## src/rtl/wb_rr_arbiter.sv

```systemverilog
// Round-robin Wishbone arbiter: NM masters share one slave, one grant at a time, with a stalled-strobe bus-error timeout.
// Grant registers one cycle after request; request/response paths are combinational; a master waits until its grant appears.
module wb_rr_arbiter #(
  parameter int NM      = 4,
  parameter int AW      = 32,
  parameter int DW      = 32,
  parameter int SW      = DW / 8,
  parameter int TIMEOUT = 255
) (
  input  logic                 i_clk,
  input  logic                 i_reset_n,

  input  logic [NM-1:0]        i_mcyc,
  input  logic [NM-1:0]        i_mstb,
  input  logic [NM-1:0]        i_mwe,
  input  logic [NM*AW-1:0]     i_maddr,
  input  logic [NM*DW-1:0]     i_mdata,
  input  logic [NM*SW-1:0]     i_msel,

  output logic [NM-1:0]        o_mack,
  output logic [NM-1:0]        o_merr,
  output logic [NM*DW-1:0]     o_mdata,

  output logic                 o_scyc,
  output logic                 o_sstb,
  output logic                 o_swe,
  output logic [AW-1:0]        o_saddr,
  output logic [DW-1:0]        o_sdata,
  output logic [SW-1:0]        o_ssel,

  input  logic                 i_sack,
  input  logic                 i_serr,
  input  logic [DW-1:0]        i_sdata,

  output logic [NM-1:0]        o_grant
);

  localparam int IW = $clog2(NM);
  localparam int CW = $clog2(TIMEOUT + 1);

  typedef enum logic {
    IDLE = 1'b0,
    BUSY = 1'b1
  } state_t;

  state_t          state;
  logic [NM-1:0]   grant;
  logic [IW-1:0]   gidx;
  logic [IW-1:0]   ptr;
  logic [CW-1:0]   tcnt;

  logic            found_hi;
  logic            found_lo;
  logic [IW-1:0]   idx_hi;
  logic [IW-1:0]   idx_lo;
  logic [IW-1:0]   arb_idx;
  logic            arb_found;
  logic            gcyc;
  logic            stall;
  logic            to_err;

  // Rotating priority: first requester at or above ptr, else wrap to the lowest requester.
  always_comb begin
    found_hi = 1'b0;
    found_lo = 1'b0;
    idx_hi   = '0;
    idx_lo   = '0;
    for (int k = 0; k < NM; k++) begin
      if (!found_hi && i_mcyc[k] && (IW'(k) >= ptr)) begin
        found_hi = 1'b1;
        idx_hi   = IW'(k);
      end
      if (!found_lo && i_mcyc[k]) begin
        found_lo = 1'b1;
        idx_lo   = IW'(k);
      end
    end
    arb_found = found_lo;
    arb_idx   = found_hi ? idx_hi : idx_lo;
  end

  assign gcyc = |(i_mcyc & grant);

  always_ff @(posedge i_clk or negedge i_reset_n) begin
    if (!i_reset_n) begin
      state <= IDLE;
      grant <= '0;
      gidx  <= '0;
      ptr   <= '0;
    end else if (state == IDLE) begin
      if (arb_found) begin
        state <= BUSY;
        gidx  <= arb_idx;
        grant <= {{(NM-1){1'b0}}, 1'b1} << arb_idx;
      end
    end else begin
      // Release always passes through IDLE, so a new grant never lands back-to-back.
      if (!gcyc) begin
        state <= IDLE;
        grant <= '0;
        ptr   <= (gidx == IW'(NM - 1)) ? '0 : gidx + 1'b1;
      end
    end
  end

  // grant is all-zero outside BUSY, so the slave side idles at zero.
  always_comb begin
    o_scyc  = 1'b0;
    o_sstb  = 1'b0;
    o_swe   = 1'b0;
    o_saddr = '0;
    o_sdata = '0;
    o_ssel  = '0;
    for (int k = 0; k < NM; k++) begin
      if (grant[k]) begin
        o_scyc  = i_mcyc[k];
        o_sstb  = i_mstb[k];
        o_swe   = i_mwe[k];
        o_saddr = i_maddr[k*AW +: AW];
        o_sdata = i_mdata[k*DW +: DW];
        o_ssel  = i_msel[k*SW +: SW];
      end
    end
  end

  // A slave ack or error in the same cycle wins over the timeout.
  assign stall  = o_sstb & ~i_sack & ~i_serr;
  assign to_err = stall && (tcnt == CW'(TIMEOUT));

  always_ff @(posedge i_clk or negedge i_reset_n) begin
    if (!i_reset_n) begin
      tcnt <= '0;
    end else if (!stall || to_err) begin
      tcnt <= '0;
    end else begin
      tcnt <= tcnt + 1'b1;
    end
  end

  always_comb begin
    o_mack  = grant & {NM{i_sack}};
    o_merr  = grant & {NM{i_serr | to_err}};
    o_mdata = '0;
    for (int k = 0; k < NM; k++) begin
      if (grant[k]) begin
        o_mdata[k*DW +: DW] = i_sdata;
      end
    end
  end

  assign o_grant = grant;

endmodule

```

## config.mk

```make
export PLATFORM = sky130hd
export DESIGN_NAME = wb_rr_arbiter
export DESIGN_NICKNAME = d
export VERILOG_FILES = /design/src/rtl/wb_rr_arbiter.sv
export SDC_FILE = /design/constraint.sdc
export NUM_CORES = 1
export LEC_CHECK = 0
export BUFFER_PORTS_ARGS = -buffer_cell sky130_fd_sc_hd__buf_2
export CAP_MARGIN = 25
export CORE_AREA = 2 2 207 209
export CTS_CLUSTER_SIZE = 10
export DETAILED_ROUTE_END_ITERATION = 10
export DIE_AREA = 0 0 209 211
export SYNTH_ARGS = -nofsm -noshare
export SYNTH_HDL_FRONTEND = slang
export SYNTH_SLANG_ARGS = --single-unit
export TNS_END_PERCENT = 1
```

## constraint.sdc

```tcl
create_clock -name i_clk -period 2.1 [get_ports i_clk]
set_input_delay 0.42 -clock i_clk [delete_from_list [all_inputs] [get_ports i_clk]]
set_output_delay 0.42 -clock i_clk [all_outputs]
set_load 0.02 [all_outputs]
```

==> results.py <==
metrics = {
    "global_routing": {
        "grt_start_max_net_pins": 94,
        "use_met1_pct": 12.0,
        "antenna_found_initial": 3,
        "grt_pass1_wl_um": 32000,
        "track_usage_pct": 9.06,
        "met3_usage_pct": 1.37,
        "busiest_layer": "met2",
        "use_met2_pct": 14.7,
        "grt-ovfl-total": 0,
        "grt_pass1_vias": 5774,
    },
    "worst_setup_path": {
        "r2r_end": "o_grant[1]",
        "endpoint": "o_saddr[8]",
        "crit_family": "buffers and inverters",
        "crit_arrival_ns": 1.87,
        "path_depth": 7,
        "cp_common_cell": "buf_12",
        "path_cells": "nor2b_4, buf_12, buf_12, buf_12, a221oi_1, o31ai_1, buf_2",
        "rr_startpoint": "o_grant[1]",
        "cp-end-kind": "output pin",
        "start_kind": "register",
        "worstRegToRegCells": 6,
        "crit_slowest_cell": "dfrtp_4",
        "crit_start": "o_grant[1]",
        "r2r_slack_ns": 0.32,
        "crit_buf_inv": 4,
        "path_max_fanout": 8,
        "critPathKind": "register to output pin",
        "required_ns": 1.68,
        "critPathMaxStageDelay_ns": 0.52,
    },
    "placement": {
        "dpl.hpwl_um": 18700,
        "dpl_worst_slack_ns": -0.00702,
        "globalplace.congestion": 0.845,
        "place_area_mm2": 0.00717,
        "dp_cells": 1588,
        "io_buffers": 530,
    },
    "timing": {
        "max_freq_ghz": 0.437,
        "holdWs_ns": 0.0935,
        "worst_slew_pin_slew_ns": 0.525,
        "period_minus_slack_ns": 2.29,
        "report.final.slew_viol_count": 0,
        "postLayoutSetupSlackWorst_ns": -0.186,
        "rsz0062_at_grt": "yes",
        "tns_ns": -9.20,
        "fin_crit_sh_pct": 109,
        "skew_ns": 0.00216,
        "relSlewSlack_pct": 65.0,
        "finalSetupViolCount": 73,
        "hold_viol": 0,
    },
    "clocking": {
        "cts_max_path_buffers": 2,
        "clk_latency_ns": 0.25,
        "root_buffer": "clkbuf_16",
        "numCtsBuffers": 3,
        "clk_pin_slew_ns": 0.05,
        "cts.sinks": 17,
        "cts_hold_buffers": 0,
        "cts_tree": "built",
        "h-tree-depth": 1,
    },
    "floorplanning": {
        "rows": 75,
        "coreArea_mm2": 0.0418,
        "dieArea_mm2": 0.0441,
        "die_h_um": 211,
        "start_util_pct": 9.21,
        "ios": 531,
        "die_w_um": 209,
    },
    "status": {
        "violations": "negative setup slack",
        "status": "finished, violations left",
    },
    "detailed_routing": {
        "wirelength_um": 23700,
        "dr.pass1.iters": 5,
        "drc": 0,
        "ant_nets": 0,
        "dr_total_vias": 6479,
        "drt_iter0_markers": 446,
        "wl_per_cell_um": 14.8,
        "vias_per_cell": 4.03,
    },
    "synthesis": {
        "synth_edf_count": 0,
        "syn-mean-instance-area_um2": 6.77,
        "syn_nets": 890,
        "async_flop_share_pct": 100,
        "synthFlopType": "dfrtp_1",
        "synthCells": 568,
        "yosysWarningCount": 0,
        "netlist_area_mm2": 0.00385,
        "synth_cell_type_count": 39,
        "synth_seq_cells": 17,
        "yosysSeqAreaShare_pct": 11.1,
    },
    "finish": {
        "stdcell_area_mm2": 0.00754,
        "final_core_util_pct": 18.1,
        "area_delta_synth_final_pct": 96.0,
        "fin_cells": 1606,
        "fin_nets": 1389,
        "layout-drive-gt1-share_pct": 55.3,
    },
    "hold_path": {
        "hp-class": "input port to asynchronous set/reset pin",
    },
    "pwr": {
        "power_mw": 10.1,
        "p_leak_nw": 3.86,
        "p_per_area_mw_per_mm2": 1350,
        "irDropWorstVdd_v": 0.000602,
    },
    "job": {
        "maxCapViolCount": 0,
    },
}
-- worst min path at each step --
| stage | slack (ns) | from | cells past startpoint | endpoint |
|---|---|---|---|---|
| global placement | 0.37 | i_reset_n | 1 | ptr[1] |
| global route | 0.13 | i_reset_n | 1 | tcnt[0] |
| CTS | 0.11 | i_reset_n | 1 | ptr[1] |
| floorplan | 0.12 | i_reset_n | 0 | gidx[0] |
| finish | 0.09 | i_reset_n | 1 | ptr[1] |
| detailed placement | 0.37 | i_reset_n | 1 | ptr[1] |
-- area by class of cell --
class	count	area, um^2
Timing Repair Buffer	557	3080
Sequential cell	17	438
Fill cell	4707	34200
Clock inverter	1	5.00
Multi-Input combinational cell	485	3260
Antenna cell	1	2.50
Inverter	3	11.3
Tap cell	539	674
Clock buffer	3	75.1
-- repair_timing --
item	4_1_cts	5_1_grt
cloned	1	2
gates resized for setup	18	10
pin swaps	2	4
endpoints found under the hold margin	0	0
endpoints found under the setup margin	74	74
setup buffers	8	2
-- placed cells by master (no fill, tap or decap), types with 3 or more instances in the layout --
master and n:
nor3_1 4, inv_1 3, nand3_1 4, o31ai_1 67, dfrtp_4 3, buf_4 22, dfrtp_1 13, xor2_1 3
a221oi_2 5, buf_12 10, o31ai_2 3, nor2_1 7, and2_1 133, a221oi_1 63, clkbuf_16 5, nand3b_1 3
and3_1 3, nor2b_1 71, buf_2 521, nand2_1 79, nor2b_2 4, a21oi_1 4
-- power by group --
group	switching, mW	internal [mW]
logic	5.61	3.58
registers	0.128	0.433
clock network	0.131	0.255
total	5.87	4.27
-- routing by layer --
layer / part of all wire, % / wire length (um)
met1: 41 / 9820
met2: 48 / 11300
met4: 3.8 / 912
met3: 7.2 / 1700
met5: 0.055 / 13
-- synthesized netlist by cell type (all sizes together) (3+ instances only) --
| library cell | number | share of area (%) |
|---|---|---|
| and2 | 134 | 22 |
| nand2 | 79 | 7.7 |
| nor2b | 76 | 12 |
| o31ai | 70 | 14 |
| a221oi | 69 | 16 |
| clkbuf | 52 | 5.1 |
| dfrtp | 17 | 11 |
| buf | 11 | 1.5 |
| nor2 | 7 | 0.68 |
| nor3 | 5 | 0.78 |
| a21oi | 4 | 0.52 |
| and3 | 4 | 0.65 |
| nand3 | 4 | 0.52 |
| inv | 3 | 0.29 |
| mux2 | 3 | 0.98 |
| nand3b | 3 | 0.59 |
| xor2 | 3 | 0.68 |
-- kinds of logic after synthesis --
group                      after synthesis  synth area share (%)
buffers and inverters                   66                  6.89
xor gates and xnor gates                 5                  1.14
DFF                                     17                  11.1
AOI/OAI and AO/OA                      156                  32.7
and+or+nand+nor                        319                  46.5
adders and majority gates                2                 0.650
muxes                                    3                 0.975
-- registers in the layout, summed over array words and instances, names as in the netlist --
register,flops
state,1
ptr,2
gidx,2
tcnt,8
o_grant,4
Note: power is estimated with default switching activity, not from simulation.
